===== src/rtl/bridge_pkg.sv =====
// Shared bridge types: core_dataslot_read channel payloads and the
// dataslot-read arbiter state encoding and limits.
package bridge_pkg;

    typedef struct packed {
        logic [15:0] slot_id;
        logic [31:0] offset;
    } core_dataslot_read_param_t;

    typedef enum logic [1:0] {
        DSR_RES_NONE    = 2'd0,
        DSR_RES_OK      = 2'd1,
        DSR_RES_ERR     = 2'd2,
        DSR_RES_NO_SLOT = 2'd3
    } core_dataslot_read_result_e;

    typedef enum logic [1:0] {
        DSR_ARB_IDLE     = 2'd0,
        DSR_ARB_ISSUE    = 2'd1,
        DSR_ARB_COMPLETE = 2'd2
    } dsr_arb_state_e;

    localparam int DSR_ARB_MAX_CLIENTS = 8;
    localparam int DSR_ARB_TIMEOUT_W   = 24;

endpackage


===== src/rtl/core_dataslot_read_if.sv =====
// Core-to-target dataslot read request channel: requester drives valid/param,
// target answers with a done pulse carrying the result.
interface core_dataslot_read_if;
    import bridge_pkg::*;

    logic                       valid;
    core_dataslot_read_param_t  param;
    logic                       done;
    core_dataslot_read_result_e result;

    modport arb (output valid, output param, input done, input result);
    modport tgt (input valid, input param, output done, output result);

endinterface


===== src/rtl/rr_pick.sv =====
// Combinational round-robin picker: first set request scanning upward from
// ptr with wrap-around. Reusable for any bridge request channel.
module rr_pick #(
    parameter int N     = 4,
    parameter int IDX_W = $clog2(N)
) (
    input  logic [N-1:0]     req,
    input  logic [IDX_W-1:0] ptr,
    output logic             found,
    output logic [IDX_W-1:0] index
);

    // Scan from the farthest offset down so the nearest request wins last.
    always_comb begin
        found = 1'b0;
        index = '0;
        for (int i = N - 1; i >= 0; i--) begin
            if (req[(int'(ptr) + i) % N]) begin
                found = 1'b1;
                index = IDX_W'((int'(ptr) + i) % N);
            end
        end
    end

endmodule


===== src/rtl/bridge_dataslot_read_arb.sv =====
// Round-robin arbiter sharing the core_dataslot_read channel among clients.
// Optional per-transaction watchdog enabled by defining BRIDGE_DSR_TIMEOUT_EN.
module bridge_dataslot_read_arb
    import bridge_pkg::*;
#(
    parameter int                             NUM_CLIENTS    = 4,
    parameter logic [DSR_ARB_TIMEOUT_W-1:0]   TIMEOUT_CYCLES = 24'd16_000_000
) (
    input  logic                                       clk,
    input  logic                                       reset,
    input  logic [NUM_CLIENTS-1:0]                     client_valid,
    input  core_dataslot_read_param_t [NUM_CLIENTS-1:0] client_param,
    output logic [NUM_CLIENTS-1:0]                     client_done,
    output core_dataslot_read_result_e                 client_result,
    output logic [NUM_CLIENTS-1:0]                     client_timeout,
    core_dataslot_read_if.arb                          core_dataslot_read,
    output logic                                       busy,
    output logic [$clog2(NUM_CLIENTS)-1:0]             grant_idx
);

    localparam int IDX_W = $clog2(NUM_CLIENTS);

    dsr_arb_state_e             state_q, state_d;
    logic [IDX_W-1:0]           rr_ptr_q, rr_ptr_d;
    logic [IDX_W-1:0]           grant_q, grant_d;
    core_dataslot_read_param_t  param_q, param_d;
    core_dataslot_read_result_e result_q, result_d;
    logic                       valid_q, valid_d;
    logic [NUM_CLIENTS-1:0]     done_q, done_d;
    logic                       busy_q, busy_d;
    logic                       pick_found;
    logic [IDX_W-1:0]           pick_idx;

`ifdef BRIDGE_DSR_TIMEOUT_EN
    localparam logic [DSR_ARB_TIMEOUT_W-1:0] TMO_LAST = TIMEOUT_CYCLES - DSR_ARB_TIMEOUT_W'(1);
    logic [DSR_ARB_TIMEOUT_W-1:0] tmo_cnt_q, tmo_cnt_d;
    logic [NUM_CLIENTS-1:0]       timeout_q, timeout_d;
    assign client_timeout = timeout_q;
`else
    logic unused_timeout_cycles;
    assign unused_timeout_cycles = ^TIMEOUT_CYCLES;
    assign client_timeout = '0;
`endif

    rr_pick #(.N(NUM_CLIENTS), .IDX_W(IDX_W)) u_pick (
        .req   (client_valid),
        .ptr   (rr_ptr_q),
        .found (pick_found),
        .index (pick_idx)
    );

    always_comb begin
        state_d  = state_q;
        rr_ptr_d = rr_ptr_q;
        grant_d  = grant_q;
        param_d  = param_q;
        result_d = result_q;
        valid_d  = valid_q;
        done_d   = '0;
`ifdef BRIDGE_DSR_TIMEOUT_EN
        tmo_cnt_d = tmo_cnt_q;
        timeout_d = '0;
`endif
        case (state_q)
            DSR_ARB_IDLE: begin
                if (pick_found) begin
                    grant_d = pick_idx;
                    param_d = client_param[pick_idx];
                    valid_d = 1'b1;
                    state_d = DSR_ARB_ISSUE;
`ifdef BRIDGE_DSR_TIMEOUT_EN
                    tmo_cnt_d = '0;
`endif
                end
            end
            DSR_ARB_ISSUE: begin
                if (core_dataslot_read.done) begin
                    result_d        = core_dataslot_read.result;
                    valid_d         = 1'b0;
                    done_d[grant_q] = 1'b1;
                    state_d         = DSR_ARB_COMPLETE;
                end
`ifdef BRIDGE_DSR_TIMEOUT_EN
                else if (tmo_cnt_q == TMO_LAST) begin
                    result_d           = DSR_RES_NONE;
                    valid_d            = 1'b0;
                    done_d[grant_q]    = 1'b1;
                    timeout_d[grant_q] = 1'b1;
                    state_d            = DSR_ARB_COMPLETE;
                end else begin
                    tmo_cnt_d = tmo_cnt_q + DSR_ARB_TIMEOUT_W'(1);
                end
`endif
            end
            DSR_ARB_COMPLETE: begin
                // Served client moves to lowest priority for the next scan.
                rr_ptr_d = (grant_q == IDX_W'(NUM_CLIENTS - 1)) ? '0 : grant_q + IDX_W'(1);
                state_d  = DSR_ARB_IDLE;
            end
            default: begin
                valid_d = 1'b0;
                state_d = DSR_ARB_IDLE;
            end
        endcase
        busy_d = (state_d != DSR_ARB_IDLE);
    end

    always_ff @(posedge clk or posedge reset) begin
        if (reset) begin
            state_q  <= DSR_ARB_IDLE;
            rr_ptr_q <= '0;
            grant_q  <= '0;
            param_q  <= '0;
            result_q <= DSR_RES_NONE;
            valid_q  <= 1'b0;
            done_q   <= '0;
            busy_q   <= 1'b0;
`ifdef BRIDGE_DSR_TIMEOUT_EN
            tmo_cnt_q <= '0;
            timeout_q <= '0;
`endif
        end else begin
            state_q  <= state_d;
            rr_ptr_q <= rr_ptr_d;
            grant_q  <= grant_d;
            param_q  <= param_d;
            result_q <= result_d;
            valid_q  <= valid_d;
            done_q   <= done_d;
            busy_q   <= busy_d;
`ifdef BRIDGE_DSR_TIMEOUT_EN
            tmo_cnt_q <= tmo_cnt_d;
            timeout_q <= timeout_d;
`endif
        end
    end

    assign core_dataslot_read.valid = valid_q;
    assign core_dataslot_read.param = param_q;
    assign client_done   = done_q;
    assign client_result = result_q;
    assign busy          = busy_q;
    assign grant_idx     = grant_q;

endmodule

===== src/flat_wrapper.sv =====
// flat-port wrapper written by rule: the top's interface ports become plain ports
module bridge_dataslot_read_arb_flat import bridge_pkg::*;
#(
    parameter int                             NUM_CLIENTS    = 4,
    parameter logic [DSR_ARB_TIMEOUT_W-1:0]   TIMEOUT_CYCLES = 24'd16_000_000
)
  (clk, reset, client_valid, client_param, client_done, client_result, client_timeout, busy, grant_idx, core_dataslot_read_valid, core_dataslot_read_param, core_dataslot_read_done, core_dataslot_read_result);
  core_dataslot_read_if core_dataslot_read_i ();
  input  logic clk;
  input  logic reset;
  input  logic [NUM_CLIENTS-1:0] client_valid;
  input  core_dataslot_read_param_t [NUM_CLIENTS-1:0] client_param;
  output logic [NUM_CLIENTS-1:0] client_done;
  output core_dataslot_read_result_e client_result;
  output logic [NUM_CLIENTS-1:0] client_timeout;
  output logic busy;
  output logic [$clog2(NUM_CLIENTS)-1:0] grant_idx;
  output wire logic [$bits(core_dataslot_read_i.valid)-1:0] core_dataslot_read_valid;
  output wire logic [$bits(core_dataslot_read_i.param)-1:0] core_dataslot_read_param;
  input wire logic [$bits(core_dataslot_read_i.done)-1:0] core_dataslot_read_done;
  input wire logic [$bits(core_dataslot_read_i.result)-1:0] core_dataslot_read_result;
  assign core_dataslot_read_valid = core_dataslot_read_i.valid;
  assign core_dataslot_read_param = core_dataslot_read_i.param;
  assign core_dataslot_read_i.done = core_dataslot_read_done;
  assign core_dataslot_read_i.result = core_dataslot_read_result;
  bridge_dataslot_read_arb #(.NUM_CLIENTS(NUM_CLIENTS), .TIMEOUT_CYCLES(TIMEOUT_CYCLES)) u_core (.clk(clk), .reset(reset), .client_valid(client_valid), .client_param(client_param), .client_done(client_done), .client_result(client_result), .client_timeout(client_timeout), .core_dataslot_read(core_dataslot_read_i), .busy(busy), .grant_idx(grant_idx));
endmodule

===== config.mk =====
export PLATFORM = sky130hd
export DESIGN_NAME = bridge_dataslot_read_arb_flat
export DESIGN_NICKNAME = d
export VERILOG_FILES = /design/src/rtl/bridge_pkg.sv /design/src/rtl/core_dataslot_read_if.sv /design/src/rtl/rr_pick.sv /design/src/rtl/bridge_dataslot_read_arb.sv /design/src/flat_wrapper.sv
export SDC_FILE = /design/constraint.sdc
export NUM_CORES = 1
export LEC_CHECK = 0
export ABC_CLOCK_PERIOD_IN_PS = 4100
export BUFFER_PORTS_ARGS = -buffer_cell sky130_fd_sc_hd__buf_2
export CAP_MARGIN = 15
export CELL_PAD_IN_SITES_DETAIL_PLACEMENT = 1
export CELL_PAD_IN_SITES_GLOBAL_PLACEMENT = 1
export CORE_UTILIZATION = 31
export DETAILED_ROUTE_END_ITERATION = 10
export PLACE_DENSITY_LB_ADDON = 0.1
export SLEW_MARGIN = 10
export SYNTH_ARGS = -nofsm -noshare
export SYNTH_HDL_FRONTEND = slang
export SYNTH_SLANG_ARGS = --single-unit

===== constraint.sdc =====
create_clock -name clk -period 4.1 [get_ports clk]
set_input_delay 0.205 -clock clk [delete_from_list [all_inputs] [get_ports clk]]
set_output_delay 0.205 -clock clk [all_outputs]
set_load 0.05 [all_outputs]

==> metrics.yaml, run 1 <==
outcome:
  outcome: "completed"
floorplan:
  initial_core_util_pct: 32.4
  die_h_um: 109
  rows: 38
  chipWidth_um: 109
  core-area_mm2: 0.0110
  boundaryPins: 263
  die_area_mm2: 0.0120
finish:
  drive_gt1_share_pct: 48.8
  finalNetCount: 780
  layout.cells.non_filler: 718
  antenna_cells: 0
  area_growth_pct: 45.8
  fillers: 1305
  final_area_mm2: 0.00521
timing:
  slew_violations: 0
  fin_crit_sh_pct: 61.8
  fin_tns_setup_ns: 0
  finalCriticalPeriod_ns: 2.54
  setup_violations: 0
  rsz0062_at_grt: "false"
  hold_viol_final: 0
  max_slew.worst_pin.slew_ns: 1.02
  clock.fmax_mhz: 394
  clock_skew_ns: 0.00700
  relSlewSlack_pct: 32.1
critical_path:
  cpPeakStageDelay_ns: 0.77
  worst_path_max_delay_cell: "nand2b_2"
  crit_fanout: 48
  critPathBufInv: 0
  timing.critical_path.to: "u_core.core_dataslot_read.param[21]"
  r2r-end: "u_core.core_dataslot_read.param[21]"
  crit_family: "simple AND/OR/NAND/NOR gates"
  crit_chain: "or3_2 > nand2b_2 > o221ai_1"
  reg2reg_from: "u_core.state_q[0]"
  critPathLaunch: "u_core.state_q[0]"
  r2r_cells: 3
  endpoint_kind: "flip-flop"
  worstPathRequired_ns: 4.29
  cp-start-kind: "flip-flop"
  cp.arrival_ns: 2.73
  path_depth: 3
  r2r_slack_ns: 1.56
  path_class: "flip-flop to flip-flop"
hold_path:
  min_path_type: "primary input to flip-flop"
cts:
  cts_tree: "yes"
  cts-buffers-inserted: 9
  postCtsHoldBufs: 1
  cts_buffer_depth: 2
  clkLatencyLatePin_ns: 0.31
  clockRootBuffer: "clkbuf_16"
  numClockSinks: 62
  post_cts_buffers: 0
  clk_pin_slew_ns: 0.05
  cts_resized: 0
  htreeDepth: 3
grt:
  grt_first_pass_wirelength_mm: 18.8
  grt_max_degree: 98
  grt_use_total_pct: 20.5
  antenna_found_initial: 0
  first_global_vias: 3814
  grt.overflow.total: 0
synth:
  synth.avg_cell_area_um2: 10.8
  ys_ff_latch: 62
  synth_cells: 331
  synth_edf_count: 0
  synthMostInstantiatedCell: "mux2i_1"
  yosysWarnings: 0
  synth_top_area_share_pct: 43.4
  synth.area.top_cells: "dfrtp_1 (43%), mux2i_1 (27%), o221ai_1 (12%)"
  synth-seq-area-share_pct: 43.4
  async_flop_share_pct: 100
  yosys.area.top_type: "dfrtp_1"
  synth_ff_type: "dfrtp_1"
  synth_commonest_cells: "mux2i_1 (96), dfrtp_1 (62), nand2_1 (56)"
  yosysUniqueCellTypes: 27
  netlist_area_mm2: 0.00357
pwr:
  power_leakage_uw: 0.00302
  vdd_drop_max_uv: 394
  power_density_mw_per_mm2: 782
placed_design:
  dpl.hpwl_mm: 9.43
  port_buffers: 258
  gp_congestion: 0.761
  placed_cell_area_mm2: 0.00492
  place_inst: 703
routing:
  ant_nets: 0
  drt-pass1-iter-count: 4
  drc: 0
  routed_wl_mm: 12.2
  vias_per_cell: 5.01
  drt_iter0_markers: 86
  vias: 3596
  wl_per_cell_um: 17.0
run:
  maxCapViolations: 0
per-layer routing:
| layer | track usage [%] | vias up | part of all wire, % |
|---|---|---|---|
| met5 | 0 | - | 0 |
| met4 | 5.33 | 0 | 0.97 |
| met3 | 4.45 | 10 | 7.0 |
| met2 | 38.8 | 158 | 53 |
| met1 | 23.0 | 1714 | 39 |
| li1 | - | 1714 | - |
sequential cells by signal, indices dropped and copies added, names as in the netlist:
name	cells
u_core.client_done	4
u_core.grant_idx	2
u_core.busy	1
u_core.client_result	2
u_core.core_dataslot_read.valid	1
u_core.state_q	2
u_core.core_dataslot_read.param	48
u_core.rr_ptr_q	2
cell usage in the layout (no fill, tap or decap), drive strengths merged:
cell and count:
o22ai 2, dlygate4sd3 1, nor2 2, ha 4
or3 1, nand2 56, dfrtp 62, clkbuf 13
mux2i 96, inv 6, o221a 1, a21o 1
and2 5, o21ai 2, clkinv 1, buf 261
mux2 3, nand2b 1, a21oi 2, conb 4
o221ai 48, or2 1, nor3 1, o31ai 1
nor4 1, nor2b 2
layout make-up:
cell class | instances | area [µm²] | share of cell area [%]
multi-input combinational | 234 | 1850 | 35.5
inverter | 6 | 22.5 | 0.432
timing repair buffer | 262 | 1340 | 25.7
tap | 140 | 175 | 3.36
clock buffer | 13 | 270 | 5.19
clock inverter | 1 | 5.00 | 0.0961
sequential | 62 | 1550 | 29.8
report_power, final:
group / switching (µW) / internal (µW)
Sequential: 159 / 884
Combinational: 1640 / 693
Clock: 242 / 450
Total: 2050 / 2030
stage by stage:
step	hold slack, ns	utilization (%)	setup slack, ns	power (µW)
2_1_floorplan	0.357	-	2.35	2810
3_3_place_gp	0.300	44.6	1.54	3360
3_5_place_dp	0.312	44.6	1.46	3420
4_1_cts	0.111	47.2	1.55	4130
5_1_grt	0.117	47.2	1.36	4310
6_report	0.120	47.2	1.56	4070
cells by family (layout without fill, tap and decap cells):
| group | count (synthesis) | after routing | synth area share (%) |
|---|---|---|---|
| simple gates | 70 | 70 | 8.16 |
| buf+inv | 38 | 282 | 5.67 |
| compound gates | 57 | 57 | 13.4 |
| other cells | 1 | 4 | 0.105 |
| fa+ha+maj | 4 | 4 | 1.40 |
| flops | 62 | 62 | 43.4 |
| mux | 99 | 99 | 27.8 |
worst min-delay path by stage:
stage	from	to	slack, ns	cells past startpoint
2_1_floorplan	core_dataslot_read_result[0]	u_core.client_result[0]	0.36	1
5_1_grt	core_dataslot_read_result[1]	u_core.client_result[1]	0.12	2
6_report	core_dataslot_read_result[1]	u_core.client_result[1]	0.12	2
3_3_place_gp	reset	u_core.core_dataslot_read.param[10]	0.30	2
4_1_cts	core_dataslot_read_result[1]	u_core.client_result[1]	0.11	2
3_5_place_dp	reset	u_core.core_dataslot_read.param[11]	0.31	2
(Power assumes the default switching activity.)
==> run 2: changes to the inputs <==
Settings changed: ABC_CLOCK_PERIOD_IN_PS 4100 to 2200, CORE_UTILIZATION 31 to 26.
Clock period 4.1 ns to 2.2 ns, I/O delays scaled along.
==> run 2 against run 1 <==
Count of clock-buffer cells in the layout unchanged. Combinational power is 93% higher. Die area up 19%. Sequential power is 85% higher. Clock skew fell by 0.0039 ns. Final area grew 4.3%. Via count increased by 3.4%. Critical path depth is 1 higher. Setup slack got worse by 1.3 ns. Register-to-register slack lost 1.3 ns. Critical endpoint is now u_core.core_dataslot_read.param[18]. Largest cell class unchanged. Largest power group unchanged.
==> metrics.yaml, run 2 (synthesis gave the netlist of run 1 again) <==
outcome:
  outcome: "completed"
pwr:
  p_total_uw: 7950  # +95%
  power_frac_seq_pct: 24.2  # -1.4 points
  swShare_pct: 49.0  # -1.2 points
  power_density_mw_per_mm2: 1460  # +87%
  pwr-share-clk_pct: 18.9  # +1.9 points
  p_switching_uw: 3890  # +90%
  intPower_uw: 4050  # +100%
  power_leakage_uw: 0.00312  # +3.2%
  vdd_drop_max_uv: 505  # +28%
  combPwrFrac_pct: 56.8  # -0.6 points
critical_path:
  critPathBufInv: 1  # +1
  cpPeakStageDelay_ns: 0.52  # -0.25 ns
  r2r-end: "u_core.core_dataslot_read.param[18]"
  endpoint_kind: "flip-flop"
  crit_chain: "or3_2 > or2_2 > buf_12 > o221ai_1"
  cp-start-kind: "flip-flop"
  path_class: "flip-flop to flip-flop"
  cp.arrival_ns: 2.17  # -0.56 ns
  reg2reg_from: "u_core.state_q[0]"
  path_depth: 4  # +1
  worst_path_max_delay_cell: "or3_2"
  crit_fanout: 38  # -21%
  worstPathRequired_ns: 2.43  # -1.86 ns
  crit_family: "simple AND/OR/NAND/NOR gates"
  r2r_cells: 4  # +1
  r2r_slack_ns: 0.26  # -1.30 ns
routing:
  drc: 0  # unchanged
  routed_wl_mm: 12.7  # +3.6%
  vias_per_cell: 4.85  # -3.2%
  vias: 3718  # +3.4%
  drt-pass1-iter-count: 5  # +1
  wl_per_cell_um: 16.5  # -3.0%
  ant_nets: 0  # unchanged
  drt_iter0_markers: 77  # -10%
cts:
  clk_pin_slew_ns: 0.05  # about the same
  clkLatencyLatePin_ns: 0.32  # about the same
  cts_tree: "yes"
  clockRootBuffer: "clkbuf_16"
  numClockSinks: 62  # unchanged
  cts-buffers-inserted: 9  # unchanged
  htreeDepth: 3  # unchanged
  cts_buffer_depth: 2  # unchanged
hold_path:
  whs_path_depth: 2  # unchanged
  min-delay-start: "core_dataslot_read_result[1]"
  min_path_type: "primary input to flip-flop"
  min_to: "u_core.client_result[1]"
grt:
  grt_use_total_pct: 18.2  # -2.2 points
  antenna_found_initial: 0  # unchanged
  first_global_vias: 4011  # +5.2%
  grt_max_degree: 39  # -60%
  grt_first_pass_wirelength_mm: 20.0  # +6.5%
  grt.overflow.total: 0  # unchanged
finish:
  final_common_cell: "buf_2"
  area_growth_pct: 52.0
  final_cell_mix: "buf_2 (258), mux2i_1 (96), dfrtp_1 (62)"
  drive_gt1_share_pct: 50.1  # +1.3 points
  antenna_cells: 0  # unchanged
  multi_input_area_mm2: 0.00185  # unchanged
  finalNetCount: 791  # +1.4%
  fillers: 1615  # +24%
  seq_area_mm2: 0.00155  # unchanged
  largest_reg_flops: 48  # unchanged
placed_design:
  dpl.hpwl_mm: 9.60  # +1.8%
  port_buffers: 258  # unchanged
  gp_congestion: 0.743  # -2.3%
timing:
  setup_violations: 0  # unchanged
  fin_tns_setup_ns: 0  # unchanged
  hold_viol_final: 0  # unchanged
  rsz0062_at_grt: "false"
  clock.fmax_mhz: 516  # +31%
  clock_skew_ns: 0.00309  # -0.00391 ns
  max_slew.worst_pin.slew_ns: 0.647  # -0.371 ns
  relSlewSlack_pct: 56.8  # +25 points
  hold_slack_ns: 0.0132  # -0.107 ns
  slew_violations: 0  # unchanged
  finalCriticalPeriod_ns: 1.94  # -0.597 ns
  fin_crit_sh_pct: 88.1  # +26 points
floorplan:
  die_h_um: 119  # +9.0%
  die_area_mm2: 0.0142  # +19%
  rows: 42  # +11%
  boundaryPins: 263  # unchanged
  initial_core_util_pct: 26.8  # -5.6 points
  chipWidth_um: 119  # +9.0%
  core-area_mm2: 0.0133  # +21%
run:
  maxCapViolations: 0  # unchanged
-- run 2: worst reg2reg max path, stage by stage (launching register included) --
cell      delay, ns
dfrtp_1        0.40
or3_2          0.52
or2_2          0.45
buf_12         0.23
o221ai_1       0.24
-- run 2: how the worst max path moves through the flow --
stage | start | to
after global placement | u_core.rr_ptr_q[0] | u_core.core_dataslot_read.param[23]
after floorplan | u_core.state_q[0] | u_core.core_dataslot_read.param[40]
final | u_core.state_q[0] | u_core.core_dataslot_read.param[18]
after detailed placement | u_core.state_q[0] | u_core.core_dataslot_read.param[26]
after CTS | u_core.state_q[0] | u_core.core_dataslot_read.param[26]
after global routing | u_core.state_q[1] | u_core.core_dataslot_read.param[18]
-- run 2: what timing repair did --
action | in CTS | in global routing
hold buffers | 1 | 0
resized for setup | 0 | 0
setup buffers | 0 | 0
hold endpoints to repair | 28 | 0
-- run 2: stage by stage --
step,util [%],cells,setup WS (ns),area [µm²]
final,40.7,767,0.262,5430
after global routing,40.7,767,0.144,5430
after CTS,40.7,767,0.232,5430
after detailed placement,38.2,750,0.233,5100
after global placement,38.2,750,0.290,5100
after floorplan,-,334,0.477,3580
-- run 2: per-layer routing --
layer | track usage, % | wire length, µm | vias to the layer above
met5 | 0 | 0 | -
met4 | 6.09 | 194 | 0
met3 | 5.08 | 986 | 14
met2 | 34.0 | 6650 | 164
met1 | 19.5 | 4830 | 1794
li1 | - | - | 1746
-- run 2: power by group through the flow --
stage | Combinational (µW) | Sequential [µW] | Clock, µW
5_1_grt | 4820 | 2000 | 1600
6_report | 4520 | 1920 | 1500
2_1_floorplan | 1640 | 3590 | 0
3_5_place_dp | 4590 | 1940 | 0
3_3_place_gp | 4510 | 1930 | 0
4_1_cts | 4590 | 1930 | 1540
-- run 2: cell type report --
type                            instances  area share (%)
Clock inverter                          3           0.737
Tap cell                              176            4.05
Sequential cell                        62            28.6
Clock buffer                           13            5.16
Inverter                                6           0.415
Timing Repair Buffer                  273            27.0
Multi-Input combinational cell        234            34.0
